===== src/rtl/cpu_phase_gen_if.sv =====
`default_nettype none
// +--------------------------------------------------------------------+
// | cpu_phase_gen_if : control/status bundle of the CPU/ANTIC timebase |
// | Rev 1.0                                                            |
// +--------------------------------------------------------------------+
interface cpu_phase_gen_if;
  logic       run;
  logic       halt_req;
  logic       phi1_en;
  logic       phi2_en;
  logic       phi2;
  logic       cpu_rdy;
  logic [6:0] cycle_cnt;
  logic [8:0] line_cnt;
  logic       line_start;
  logic       frame_start;
  logic [7:0] stolen_cnt;

  // master = the timebase generator, slave = its consumer/controller
  modport master (
    input  run, halt_req,
    output phi1_en, phi2_en, phi2, cpu_rdy, cycle_cnt, line_cnt,
           line_start, frame_start, stolen_cnt
  );

  modport slave (
    output run, halt_req,
    input  phi1_en, phi2_en, phi2, cpu_rdy, cycle_cnt, line_cnt,
           line_start, frame_start, stolen_cnt
  );
endinterface
`default_nettype wire


===== src/rtl/cpu_phase_gen.sv =====
`default_nettype none
// +--------------------------------------------------------------------+
// | cpu_phase_gen : phi1/phi2 enables, RDY cycle stealing, beam counts |
// | Rev 1.0                                                            |
// +--------------------------------------------------------------------+
module cpu_phase_gen #(
  parameter int ACC_W        = 16,
  parameter int INC          = 1,
  parameter int MOD          = 8,
  parameter int CYC_PER_LINE = 114,
  parameter int LINES        = 262
) (
  input  logic            clkin,
  input  logic            RST,
  cpu_phase_gen_if.master pg
);

  localparam logic [ACC_W:0] C_INC       = (ACC_W+1)'(INC);
  localparam logic [ACC_W:0] C_MOD       = (ACC_W+1)'(MOD);
  localparam logic [6:0]     C_CYC_LAST  = 7'(CYC_PER_LINE - 1);
  localparam logic [8:0]     C_LINE_LAST = 9'(LINES - 1);

  typedef enum logic {
    PH1 = 1'b0,
    PH2 = 1'b1
  } phase_t;

  phase_t           phase_q;
  logic [ACC_W-1:0] acc_q;
  logic [ACC_W-1:0] acc_d;
  logic [ACC_W:0]   acc_sum;
  logic             tick;
  logic             phi1_en_q;
  logic             phi2_en_q;
  logic             phi2_q;
  logic             cpu_rdy_q;
  logic [6:0]       cycle_q;
  logic [8:0]       line_q;
  logic             line_start_q;
  logic             frame_start_q;
  logic [7:0]       stolen_q;
  logic             cyc_wrap;
  logic             line_wrap;

  // One extra sum bit keeps acc+INC exact before the modulus compare.
  always_comb begin
    acc_sum = {1'b0, acc_q} + C_INC;
    tick    = 1'b0;
    acc_d   = acc_q;
    if (pg.run) begin
      if (acc_sum >= C_MOD) begin
        tick  = 1'b1;
        acc_d = ACC_W'(acc_sum - C_MOD);
      end else begin
        acc_d = acc_sum[ACC_W-1:0];
      end
    end
  end

  assign cyc_wrap  = (cycle_q == C_CYC_LAST);
  assign line_wrap = (line_q == C_LINE_LAST);

  always_ff @(posedge clkin or posedge RST) begin
    if (RST) begin
      acc_q         <= '0;
      phase_q       <= PH2;
      phi1_en_q     <= 1'b0;
      phi2_en_q     <= 1'b0;
      phi2_q        <= 1'b1;
      cpu_rdy_q     <= 1'b1;
      cycle_q       <= C_CYC_LAST;
      line_q        <= C_LINE_LAST;
      line_start_q  <= 1'b0;
      frame_start_q <= 1'b0;
      stolen_q      <= 8'd0;
    end else begin
      acc_q         <= acc_d;
      phi1_en_q     <= 1'b0;
      phi2_en_q     <= 1'b0;
      line_start_q  <= 1'b0;
      frame_start_q <= 1'b0;
      if (tick) begin
        case (phase_q)
          PH2: begin
            phase_q   <= PH1;
            phi1_en_q <= 1'b1;
            phi2_q    <= 1'b0;
            cpu_rdy_q <= ~pg.halt_req;
            if (cyc_wrap) begin
              cycle_q      <= 7'd0;
              line_start_q <= 1'b1;
              stolen_q     <= {7'd0, pg.halt_req};
              if (line_wrap) begin
                line_q        <= 9'd0;
                frame_start_q <= 1'b1;
              end else begin
                line_q <= line_q + 9'd1;
              end
            end else begin
              cycle_q <= cycle_q + 7'd1;
              if (pg.halt_req && (stolen_q != 8'hFF)) begin
                stolen_q <= stolen_q + 8'd1;
              end
            end
          end
          default: begin
            phase_q   <= PH2;
            phi2_en_q <= 1'b1;
            phi2_q    <= 1'b1;
          end
        endcase
      end
    end
  end

  assign pg.phi1_en     = phi1_en_q;
  assign pg.phi2_en     = phi2_en_q;
  assign pg.phi2        = phi2_q;
  assign pg.cpu_rdy     = cpu_rdy_q;
  assign pg.cycle_cnt   = cycle_q;
  assign pg.line_cnt    = line_q;
  assign pg.line_start  = line_start_q;
  assign pg.frame_start = frame_start_q;
  assign pg.stolen_cnt  = stolen_q;

endmodule
`default_nettype wire


===== src/flat_wrapper.sv =====
// flat-port wrapper written by rule: the top's interface ports become plain ports
module cpu_phase_gen_flat 
#(
  parameter int ACC_W        = 16,
  parameter int INC          = 1,
  parameter int MOD          = 8,
  parameter int CYC_PER_LINE = 114,
  parameter int LINES        = 262
)
  (clkin, RST, pg_run, pg_halt_req, pg_phi1_en, pg_phi2_en, pg_phi2, pg_cpu_rdy, pg_cycle_cnt, pg_line_cnt, pg_line_start, pg_frame_start, pg_stolen_cnt);
  cpu_phase_gen_if pg_i ();
  input  logic clkin;
  input  logic RST;
  input wire logic [$bits(pg_i.run)-1:0] pg_run;
  input wire logic [$bits(pg_i.halt_req)-1:0] pg_halt_req;
  output wire logic [$bits(pg_i.phi1_en)-1:0] pg_phi1_en;
  output wire logic [$bits(pg_i.phi2_en)-1:0] pg_phi2_en;
  output wire logic [$bits(pg_i.phi2)-1:0] pg_phi2;
  output wire logic [$bits(pg_i.cpu_rdy)-1:0] pg_cpu_rdy;
  output wire logic [$bits(pg_i.cycle_cnt)-1:0] pg_cycle_cnt;
  output wire logic [$bits(pg_i.line_cnt)-1:0] pg_line_cnt;
  output wire logic [$bits(pg_i.line_start)-1:0] pg_line_start;
  output wire logic [$bits(pg_i.frame_start)-1:0] pg_frame_start;
  output wire logic [$bits(pg_i.stolen_cnt)-1:0] pg_stolen_cnt;
  assign pg_i.run = pg_run;
  assign pg_i.halt_req = pg_halt_req;
  assign pg_phi1_en = pg_i.phi1_en;
  assign pg_phi2_en = pg_i.phi2_en;
  assign pg_phi2 = pg_i.phi2;
  assign pg_cpu_rdy = pg_i.cpu_rdy;
  assign pg_cycle_cnt = pg_i.cycle_cnt;
  assign pg_line_cnt = pg_i.line_cnt;
  assign pg_line_start = pg_i.line_start;
  assign pg_frame_start = pg_i.frame_start;
  assign pg_stolen_cnt = pg_i.stolen_cnt;
  cpu_phase_gen #(.ACC_W(ACC_W), .INC(INC), .MOD(MOD), .CYC_PER_LINE(CYC_PER_LINE), .LINES(LINES)) u_core (.clkin(clkin), .RST(RST), .pg(pg_i));
endmodule

===== config.mk =====
export PLATFORM = sky130hd
export DESIGN_NAME = cpu_phase_gen_flat
export DESIGN_NICKNAME = d
export VERILOG_FILES = /design/src/rtl/cpu_phase_gen_if.sv /design/src/rtl/cpu_phase_gen.sv /design/src/flat_wrapper.sv
export SDC_FILE = /design/constraint.sdc
export NUM_CORES = 1
export LEC_CHECK = 0
export BUFFER_PORTS_ARGS = -buffer_cell sky130_fd_sc_hd__buf_2
export CAP_MARGIN = 15
export CORE_MARGIN = 2
export CORE_UTILIZATION = 45
export DETAILED_ROUTE_END_ITERATION = 6
export PLACE_DENSITY_LB_ADDON = 0.3
export SYNTH_ARGS = -nofsm -noshare
export SYNTH_HDL_FRONTEND = slang
export SYNTH_SLANG_ARGS = --single-unit

===== constraint.sdc =====
create_clock -name clkin -period 6.6 [get_ports clkin]
set_input_delay 0.99 -clock clkin [delete_from_list [all_inputs] [get_ports clkin]]
set_output_delay 0.99 -clock clkin [all_outputs]
set_load 0.05 [all_outputs]

# Word level (Yosys, flattened, before mapping)
# Cells that the tools add are included.
# totals
ff_bits,46
elab_cells,43
# op_classes
add_sub_neg,5
magnitude_cmp,1
eq_ne,3
n_mux,18
n_bitwise,1
reduce_logical,5
# ops
op,count
$add A16 B1 Y17 const B,1
$ge A17 B4 Y1 const B,1
$mux W16,1
$mux W8,2
$sub A16 B4 Y16 const B,1
$mux W1,13
$add A9 B1 Y9 const B,1
$eq A9 B9 Y1 const B,1
$mux W9,1
$add A8 B1 Y8 const B,1
$ne A8 B8 Y1 const B,1
$add A7 B1 Y7 const B,1
$eq A7 B7 Y1 const B,1
$mux W7,1
$reduce_and A3 Y1,2
$reduce_and A2 Y1,1
$reduce_bool A2 Y1,1
$logic_and A1 B1 Y1,1
$not A1 Y1,1

# Longest topological paths before layout
# Gate-level depths: netlist of the first run.
# logic_depth
ltp_word,5
ltp_mapped,13

# Least setup slack after synthesis of the first run
# Ideal clock, no wire load.
# synth_path
path_kind,reg2reg
startpoint,register u_core.acc_q[0]
endpoint,register u_core.acc_q[3]
setup_time_ns,0.123
arrival_ns,2.563
path_slack_ns,3.915
stages_incl_launch_ff,11
path_cell_list,dfrtp_1 ha_1 and4_1 buf_2 a311oi_1 a31oi_1 or2_4 or4b_1 xnor2_1 nand2_1 xnor2_1
# synth_via
elab_chain_cells,3
elab_cells_between_ends,4
classes_between,add/sub (2); order compare (1); mux (1)
# synth_rtl
item,line_no,source
from (decl),cpu_phase_gen.sv:29,logic [ACC_W-1:0] acc_q;
from (signal assigned),cpu_phase_gen.sv:65,acc_q <= '0;
from (signal assigned),cpu_phase_gen.sv:77,acc_q <= acc_d;
$add A16 B1 Y17 *,cpu_phase_gen.sv:47,"acc_sum = {1'b0, acc_q} + C_INC;"
$sub A16 B4 Y16 or $ge A17 B4 Y1 (tied branches),"cpu_phase_gen.sv:53, cpu_phase_gen.sv:51",
$mux W16 *,cpu_phase_gen.sv:51,if (acc_sum >= C_MOD) begin
# Every way passes the cells marked *; elsewhere a longest branch is shown, timed or not.
# A chain may end at the register's enable or synchronous reset.

# Worst setup path in the final report of the first run
# layout_path
startpoint,register u_core.acc_q[3]
endpoint,register u_core.line_q[5] (netlist: u_core.pg.line_cnt[5])
# layout_via
elab_chain_cells,5
# layout_rtl
item,line_no,source
$add A16 B1 Y17,cpu_phase_gen.sv:47,
$ge A17 B4 Y1,cpu_phase_gen.sv:51,
$mux W1,cpu_phase_gen.sv:51,
$mux W1,cpu_phase_gen.sv:50,if (pg.run) begin
$reduce_and A3 Y1 (no line),--,
to (signal assigned),cpu_phase_gen.sv:97,line_q <= line_q + 9'd1;
to (decl),cpu_phase_gen.sv:38,logic [8:0] line_q;
# Every way passes these cells.

==> results of run 1 <==
-- path summary, 6_finish.rpt --
| path | end | cells past startpoint | start |
|---|---|---|---|
| max in group asynchronous | u_core.acc_q[10] | 2 | RST |
| min reg2reg | u_core.pg.line_cnt[8] | 2 | u_core.pg.line_cnt[8] |
| min | u_core.pg.line_cnt[8] | 2 | u_core.pg.line_cnt[8] |
| max | u_core.pg.line_cnt[5] | 9 | u_core.acc_q[3] |
| min in group asynchronous | u_core.pg.line_cnt[1] | 2 | RST |
| max reg2reg | u_core.pg.line_cnt[5] | 9 | u_core.acc_q[3] |
-- state kept, by name (all words and copies together), names as in the netlist --
name and cells:
u_core.pg.cycle_cnt 7, u_core.pg.cpu_rdy 1, u_core.pg.phi1_en 1, u_core.pg.phi2 1
u_core.pg.line_start 1, u_core.pg.stolen_cnt 8, u_core.pg.frame_start 1, u_core.pg.phi2_en 1
u_core.acc_q 16, u_core.pg.line_cnt 9
-- where the power goes --
group / switching [mW] / leakage [nW] / internal, mW
Sequential: 0.144 / 0.554 / 0.366
Clock: 0.102 / 0.0585 / 0.114
Combinational: 0.352 / 0.749 / 0.188
Total: 0.597 / 1.36 / 0.667
-- layout make-up --
type,count,area (µm²)
Multi-Input combinational cell,257,1800
Inverter,12,45.0
Clock buffer,5,68.8
Tap cell,80,100
Timing Repair Buffer,33,165
Sequential cell,46,1160
Fill cell,666,3340
Clock inverter,3,43.8
-- synth_stat cells (3+ instances only) --
master     n
dfrtp_1   37
nand2_1   33
o21ai_0   28
nor2_1    20
xnor2_1   18
inv_1     11
nand3_1   11
or3_1     11
nand4_1   10
and3_1     9
dfstp_2    9
ha_1       8
o31ai_1    8
buf_2      7
nand2b_1   7
nor3_1     7
xor2_1     7
a31oi_1    6
o21ai_1    6
and2_1     5
mux2i_1    5
clkbuf_1   4
nor4_1     4
a21oi_1    3
and4_1     3
mux2_2     3
-- cell families after synthesis --
kind of cell / count (synthesis)
muxes: 9
adders and majority gates: 8
DFF: 46
and+or+nand+nor: 142
buffers and inverters: 27
AOI/OAI and AO/OA: 73
xor gates and xnor gates: 25
-- tightest hold or removal path, cell delays in order (launching register included) --
cell and delay (ns):
dfstp_2 0.39, o21ai_0 0.07, o21ai_1 0.06
-- through the flow --
step / area (µm²) / setup slack [ns]
floorplan: 3090 / 3.91
global placement: 3270 / 3.50
detailed placement: 3270 / 3.47
CTS: 3380 / 3.44
global route: 3380 / 3.13
finish: 3380 / 3.46
-- layer usage --
layer / wire length (µm) / up-vias / global-route usage
li1: - / 1261 / -
met1: 3230 / 1281 / 0.244
met2: 3090 / 55 / 0.319
met3: 221 / 5 / 0.0294
met4: 70 / 0 / 0.0469
met5: 0 / - / 0
==> summary.md, run 1 <==
| Metric | Value |
|---|---|
| Most frequent cells in the layout | dfrtp_1 (37), nand2_1 (33), buf_2 (33), o21ai_0 (28), nor2_1 (20) |
| Tcrit/Tclk final | 0.475 |
| CTS sink cnt | 46 |
| Crit-path most repeated cell | nand4_1 |
| Io pins | 34 |
| Top cells by area, synth | dfrtp_1 (30%), dfstp_2 (7.6%), xnor2_1 (5.1%) |
| Max Fclk | 0.319 GHz |
| Total wire length | 6610 µm |
| TritonCTS buffer count | 5 |
| Simple-gate share of the synthesized area | 0.278 |
| Critical Path End Type | flip-flop |
| Worst slew pin tran | 0.952 ns |
| GRT Overall Usage | 0.186 |
| Post-synth EDFFs | 0 |
| Leak pwr | 1.36 nW |
| Max-cap viol count | 0 |
| Setup_tns | 0 ns |
| Distinct cell type count after synthesis | 67 |
| Critical Path Fanout Max | 18 |
| Synth Net Count | 342 |
| CTS tree | yes |
| Worst EP required | 6.79 ns |
| Fin. max-slew vios | 0 |
| # rows | 30 |
| FF-to-FF setup slack | 3.46 ns |
| CP arrival | 3.33 ns |
| # diodes | 0 |
| GP Congestion | 0.849 |
| Hold Buf Count CTS | 0 |
| Tot Pwr | 1.26 mW |
| Final Hold Fails | 0 |
| Critical path class | reg -> reg |
| Worst-path clk slew | 0.09 ns |
| Mux share of post-synthesis cell area | 0.0320 |
| Post CTS Setup Buffer Count | 0 |
| Synth Area in Compound Gates | 0.168 |
| Hold/Removal Path Class | reg -> reg |
| Final setup viols | 0 |
| Post-Synth Adder-Cell Area | 0.0324 |
| Layout Nets | 367 |
| Detailed Routing Iterations Pass 1 | 4 |
| DR DRC count | 0 |
| Slew margin rel. | 0.366 |
| Final min period | 3.14 ns |
| Area growth, synth to finish | 9.39% |
| Grt ovf | 0 |
| Post-Synth XOR/XNOR Area | 0.0708 |
| Share of layout cells above drive strength 1 | 0.213 |
| Initial Util | 0.460 |
| I/O Buffers | 33 |
| DR iter-0 viols | 143 |
| First-pass GRT wire length | 11400 µm |
| Initial antenna violation count | 0 |
| Async S/R FF share, synth | 1.00 |
| Slowest CP cell | dfrtp_1 |
| Max Buffers Root-to-Sink | 2 |
| Skew final | 0.00945 ns |
| Largest family of logic cells by synthesized area | simple AND/OR/NAND/NOR gates |
| Synthesized area | 0.00309 mm² |
| Maximum vdd drop | 0.000190 V |
| CTS root buffer | clkbuf_8 |
| Wirelength per Cell | 15.2 µm |
| Synthesis Warnings | 0 |
| Status | finished clean |
| Synth Instances | 330 |
| Vias in the first global route | 2449 |
| Avg Cell Area, Syn | 9.37 µm² |
| Min Hold Slack | 0.509 ns |
| Largest stage delay on the critical path | 0.58 ns |
| Main synth FF type | dfrtp_1 |
| RSZ-0062 raised after global routing | false |
| Power Density | 374 mW/mm² |
| Fin util | 0.503 |
| Detailed-placement wirelength estimate | 4660 µm |
| Die X | 86.9 µm |
| Resize count post-CTS | 0 |
| Critical Path, Cell by Cell | nand4_1, or3_1, a31oi_1, nor3_2, a31oi_4, nand2_2, inv_2, nand4_1, xnor2_1 |
| Top cell type's share of synthesized area | 0.299 |
| Placed Instances | 428 |
| Yosys reg bits | 46 |
| CP top delay family | simple AND/OR/NAND/NOR gates |
| Commonest non-fill, non-tap cell in the layout | dfrtp_1 |
| Seq/Total Area, Yosys | 0.376 |
| Setup crit start kind | flip-flop |
| Vias | 2602 |
| Fin cells | 436 |
| Yosys top cell by area | dfrtp_1 |
| Largest net degree at the start of global routing | 47 |
| H-tree depth | 2 |
| Height of the chip | 86.9 µm |
| Core Region | 0.00672 mm² |
| Worst-skew pair later-pin latency | 0.30 ns |
| Antenna Violating Nets Remaining | 0 |
| Vias per std cell | 5.97 |
| Buf+Inv Stages, Crit Path | 1 |
| Die area | 0.00755 mm² |
No activity file was read; power rests on OpenSTA's default activity.
==> run 2, diff against run 1 <==
- clock period: 6.6 -> 3.2 ns (I/O delays scaled with it)
==> run 2 against run 1 <==
  * Flip-flop and latch count stayed put
  * First-iteration DRC count is 4.9% higher
  * Critical path type unchanged
  * Fmax is 6.7% higher
  * Power is 110% higher
  * Via count is 0.81% higher
==> summary.md, run 2 (same netlist as run 1, synthesis figures left out) <==
| Metric | Value |
|---|---|
| Commonest non-fill, non-tap cell in the layout | dfrtp_1 |
| Critical Path, Cell by Cell | ha_1, nand3_1, xor2_1, ha_1, inv_1, or3_1, a22oi_2, a31o_2, nor3_1, o31ai_1, xnor2_1 |
| Core Region | 0.00672 mm² (unchanged) |
| Crit-path most repeated cell | ha_1 |
| # diodes | 0 (unchanged) |
| Largest register FFs | 16 (unchanged) |
| Maximum vdd drop | 0.000428 V (+130%) |
| Final Hold Fails | 0 (unchanged) |
| RSZ-0062 raised after global routing | false |
| Total wire length | 6840 µm (+3.4%) |
| Skew final | 0.0128 ns (+0.00338 ns) |
| Share of layout cells above drive strength 1 | 0.243 (+0.0298) |
| Detailed-placement wirelength estimate | 5040 µm (+8.1%) |
| Grt ovf | 0 (unchanged) |
| DR DRC count | 0 (unchanged) |
| CTS sink cnt | 46 (unchanged) |
| Hold/Removal Path Class | in -> reg |
| Worst slew pin tran | 0.942 ns (-0.00991 ns) |
| Hold Buf Count CTS | 0 (unchanged) |
| Most frequent cells in the layout | dfrtp_1 (37), nand2_1 (33), buf_2 (33), o21ai_0 (28), nor2_1 (20) |
| Largest stage delay on the critical path | 0.46 ns (-0.12 ns) |
| Most flops, register | u_core.acc_q |
| Initial Util | 0.460 (unchanged) |
| Slew margin rel. | 0.371 (+0.00569) |
| H-tree depth | 2 (unchanged) |
| Buf+Inv Stages, Crit Path | 1 (unchanged) |
| # rows | 30 (unchanged) |
| Detailed Routing Iterations Pass 1 | 4 (unchanged) |
| CP top delay family | compound AO/OA/AOI/OAI gates |
| Power Density | 758 mW/mm² (+100%) |
| Layout Nets | 381 (+3.8%) |
| Vias per std cell | 5.83 (-2.3%) |
| GRT Overall Usage | 0.190 (+0.00466) |
| Fin. max-slew vios | 0 (unchanged) |
| Worst-skew pair later-pin latency | 0.31 ns (about the same) |
| Tcrit/Tclk final | 0.919 (+0.443) |
| Die X | 86.9 µm (unchanged) |
| Leak pwr | 1.41 nW (+3.9%) |
| Status | finished clean |
| CTS root buffer | clkbuf_8 |
| Vias | 2623 (+0.81%) |
| TritonCTS buffer count | 5 (unchanged) |
| First-pass GRT wire length | 11800 µm (+3.5%) |
| Worst EP required | 3.42 ns (-3.37 ns) |
| GP Congestion | 0.851 (+0.32%) |
| Height of the chip | 86.9 µm (unchanged) |
| Max Fclk | 0.340 GHz (+6.7%) |
| Max-cap viol count | 0 (unchanged) |
| Largest net degree at the start of global routing | 47 (unchanged) |
| Die area | 0.00755 mm² (unchanged) |
| Max Buffers Root-to-Sink | 2 (unchanged) |
| CTS tree | yes |
| Setup_tns | 0 ns (unchanged) |
| Fin util | 0.516 (+0.0123) |
| DR iter-0 viols | 150 (+4.9%) |
| Initial antenna violation count | 0 (unchanged) |
| Final setup viols | 0 (unchanged) |
| Critical Path Fanout Max | 7 (-11) |
| Resize count post-CTS | 0 (unchanged) |
| Setup crit start kind | flip-flop |
| Tot Pwr | 2.63 mW (+110%) |
| Post CTS Setup Buffer Count | 0 (unchanged) |
| Critical Path End Type | flip-flop |
| Io pins | 34 (unchanged) |
| Slowest CP cell | dfrtp_1 |
| Worst-path clk slew | 0.10 ns (about the same) |
| Vias in the first global route | 2408 (-1.7%) |
| Antenna Violating Nets Remaining | 0 (unchanged) |
| CP arrival | 3.16 ns (-0.17 ns) |
| Final-layout fill cell count | 641 (-3.8%) |
| Wirelength per Cell | 15.2 µm (+0.20%) |
| Final min period | 2.94 ns (-0.198 ns) |
| Area growth, synth to finish | 12.1% |
| I/O Buffers | 33 (unchanged) |
| Critical path class | reg -> reg |
-- run 2: changes by cell type in the layout (fill, tap and decap cells not counted), sizes merged --
cell      delta
inv          -1
bufinv       -1
buf         +14
clkinvlp     +1
clkinv       +1
-- run 2: power breakdown --
part           switching (mW)  total (mW)  internal [mW]
registers               0.221       0.978          0.757
clock network           0.207       0.360          0.154
logic                   0.830        1.29          0.457
-- run 2: area by class of cell --
type                       count  area (µm²)  share of cell area
clock buffer                   5        68.8              0.0199
tap                           80         100              0.0289
clock inverter                 3        21.3             0.00614
multi-input combinational    257        1800               0.519
timing repair buffer          47         270              0.0780
inverter                      12        45.0              0.0130
sequential                    46        1160               0.335
-- run 2: final timing paths --
check / from / to / slack [ns] / cells after the start
max: u_core.acc_q[0] / u_core.acc_q[11] / 0.26 / 11
min: pg_halt_req / u_core.pg.cpu_rdy / 0.34 / 2
max reg2reg: u_core.acc_q[0] / u_core.acc_q[11] / 0.26 / 11
min reg2reg: u_core.pg.line_cnt[8] / u_core.pg.line_cnt[8] / 0.50 / 2
max in group asynchronous: RST / u_core.acc_q[5] / 2.23 / 2
min in group asynchronous: RST / u_core.pg.phi2_en / 0.38 / 2
-- run 2: layer usage --
metal  GRT usage  wire [µm]  up-vias  part of all wire
met5           0          0        -                 0
met4      0.0426         69        0             0.010
met3      0.0322        322        7             0.047
met2       0.310       3140       59              0.46
met1       0.266       3310     1265              0.48
li1            -          -     1292                 -
-- run 2: metrics by stage --
| stage | worst slack [ns] | hold slack, ns | area [µm²] | cells |
|---|---|---|---|---|
| floorplan | 0.515 | 0.513 | 3090 | 330 |
| global placement | 0.322 | 0.485 | 3370 | 442 |
| detailed placement | 0.272 | 0.492 | 3370 | 442 |
| CTS | 0.247 | 0.335 | 3460 | 450 |
| global route | 0.0200 | 0.344 | 3460 | 450 |
| finish | 0.261 | 0.344 | 3460 | 450 |
==> run 3, diff against run 2 <==
- CORE_UTILIZATION: 45 -> 59
==> run 3 against run 2 <==
  * Via count is 1.4% higher
  * Flip-flop and latch count did not move
  * Clock power grew 19%
  * Clock-buffer cell count is 1 higher
  * Largest cell class unchanged
  * Critical path type unchanged
  * Setup slack improved by 0.027 ns
  * Non-clock buffer count stayed put
  * Highest routed layer unchanged
==> summary.md, run 3 (same netlist as run 1, synthesis figures left out) <==
| Metric | Value |
|---|---|
| Hold Buf Count CTS | 0 (unchanged) |
| Critical path class | reg -> reg |
| CTS sink cnt | 46 (unchanged) |
| Final-layout fill cell count | 405 (-37%) |
| Vias in the first global route | 2519 (+4.6%) |
| Status | finished clean |
| Hold/Removal Path Class | in -> reg |
| TritonCTS buffer count | 5 (unchanged) |
| Post-route design area | 0.00347 mm² (+0.29%) |
| Placed Instances | 428 (-3.2%) |
| Antenna Violating Nets Remaining | 0 (unchanged) |
| Wirelength per Cell | 15.2 µm (about the same) |
| Io pins | 34 (unchanged) |
| Slew margin rel. | 0.376 (+0.00516) |
| Layout Nets | 381 (unchanged) |
| Commonest non-fill, non-tap cell in the layout | dfrtp_1 |
| Detailed-placement wirelength estimate | 4780 µm (-5.2%) |
| # rows | 26 (-13%) |
| I/O Buffers | 33 (unchanged) |
| Die X | 76.4 µm (-12%) |
| First-pass GRT wire length | 11700 µm (-0.82%) |
| Area growth, synth to finish | 12.4% |
| Placed cell areas | 0.00333 mm² (-1.3%) |
| GP Congestion | 0.876 (+2.9%) |
| Max-cap viol count | 0 (unchanged) |
| Fin cells | 440 (-2.2%) |
| RSZ-0062 raised after global routing | false |
| Vias per std cell | 6.04 (+3.7%) |
| Worst-skew pair later-pin latency | 0.30 ns (about the same) |
| CTS root buffer | clkbuf_8 |
| Critical Path Fanout Max | 7 (unchanged) |
| Max Buffers Root-to-Sink | 2 (unchanged) |
| Most flops, register | u_core.acc_q |
| Tcrit/Tclk final | 0.910 (-0.00830) |
| Sw power | 1.25 mW (-0.58%) |
| Total wire length | 6690 µm (-2.1%) |
| Largest register FFs | 16 (unchanged) |
| Largest net degree at the start of global routing | 47 (unchanged) |
| Grt ovf | 0 (unchanged) |
| Worst EP required | 3.42 ns (about the same) |
| CTS tree | yes |
| Fin util | 0.685 (+0.169) |
| Vias | 2659 (+1.4%) |
| Worst-path clk slew | 0.09 ns (about the same) |
| Power Density | 778 mW/mm² (+2.7%) |
| Worst slew pin tran | 0.934 ns (-0.00773 ns) |
| CP arrival | 3.13 ns (-0.03 ns) |
| Sequential share of power | 0.353 (-0.019) |
| GRT Overall Usage | 0.243 (+0.0525) |
| Fin. max-slew vios | 0 (unchanged) |
| H-tree depth | 2 (unchanged) |
| Skew final | 0.00842 ns (-0.00442 ns) |
| Worst setup margin | 0.287 ns (+0.0266 ns) |
| # diodes | 0 (unchanged) |
| Critical Path End Type | flip-flop |
| Leak pwr | 1.42 nW (+0.50%) |
| Detailed Routing Iterations Pass 1 | 5 (+1) |
| Setup crit start kind | flip-flop |
| Final setup viols | 0 (unchanged) |
| Initial antenna violation count | 0 (unchanged) |
| Final Hold Fails | 0 (unchanged) |
| DR iter-0 viols | 203 (+35%) |
| Share of layout cells above drive strength 1 | 0.243 (unchanged) |
| Core Region | 0.00507 mm² (-24%) |
| Clock share of power | 0.159 (+0.022) |
| Most frequent cells in the layout | dfrtp_1 (37), nand2_1 (33), buf_2 (33), o21ai_0 (28), nor2_1 (20) |
| Initial Util | 0.609 (+0.149) |
| Die area | 0.00584 mm² (-23%) |
| Final min period | 2.91 ns (-0.0266 ns) |
| DR DRC count | 0 (unchanged) |
| Combinational Power Share | 0.488 (-0.002) |
| Height of the chip | 76.4 µm (-12%) |
| Pre-CTS setup slack | 0.247 ns (-0.0243 ns) |
| Max Fclk | 0.343 GHz (+0.91%) |
| Setup_tns | 0 ns (unchanged) |
| Sw Ratio | 0.463 (-0.0166) |
| Maximum vdd drop | 0.000580 V (+35%) |
| Int Pwr | 1.45 mW (+6.3%) |
run 3: power by group through the flow:
| stage | Sequential, mW | Clock (mW) | Combinational (mW) |
|---|---|---|---|
| after CTS | 0.949 | 0.439 | 1.30 |
| after global routing | 0.984 | 0.466 | 1.44 |
| final | 0.953 | 0.430 | 1.32 |
| after floorplan | 1.17 | 0 | 0.799 |
| after global placement | 0.952 | 0 | 1.25 |
| after detailed placement | 0.958 | 0 | 1.29 |
run 3: path summary, 6_finish.rpt:
path	cells after the start	to	slack, ns	startpoint
min in group asynchronous	2	u_core.pg.stolen_cnt[4]	0.38	RST
hold reg to reg	1	u_core.pg.stolen_cnt[7]	0.51	u_core.pg.stolen_cnt[7]
hold / removal	2	u_core.pg.cpu_rdy	0.34	pg_halt_req
setup / recovery	11	u_core.acc_q[11]	0.29	u_core.acc_q[0]
max in group asynchronous	2	u_core.acc_q[5]	2.24	RST
setup reg to reg	11	u_core.acc_q[11]	0.29	u_core.acc_q[0]
run 3: layout make-up:
cell class / count / area [µm²] / area share
clock buffers: 6 / 72.6 / 0.0209
well taps: 70 / 87.6 / 0.0252
flip-flops and latches: 46 / 1160 / 0.335
clock inverters: 2 / 37.5 / 0.0108
multi-input cells: 257 / 1800 / 0.518
repair buffers: 47 / 270 / 0.0778
inverters: 12 / 45.0 / 0.0130
run 3: stage by stage:
stage | total power, mW | hold WS (ns)
after floorplan | 1.97 | 0.513
after global placement | 2.21 | 0.494
after detailed placement | 2.25 | 0.495
after CTS | 2.69 | 0.333
after global routing | 2.89 | 0.338
final | 2.70 | 0.338
run 3: what timing repair did:
item	in CTS	in global routing
setup endpoints to repair	0	18
setup buffers	0	4
resized for setup	0	1
run 3: worst max-delay path: stages, from the launching register on:
cell	delay, ns
dfrtp_1	0.46
ha_2	0.30
nand3_1	0.11
xor2_1	0.21
ha_1	0.28
inv_1	0.08
or3_1	0.37
a22oi_2	0.23
a31o_2	0.29
nor3_1	0.06
o31ai_1	0.27
xnor2_1	0.16
run 3: layer usage:
metal	wire (µm)	vias to the layer above	track usage
met1	2950	1288	0.319
met4	102	0	0.0836
met2	3330	73	0.407
li1	-	1285	-
met5	0	-	0
met3	306	13	0.0427
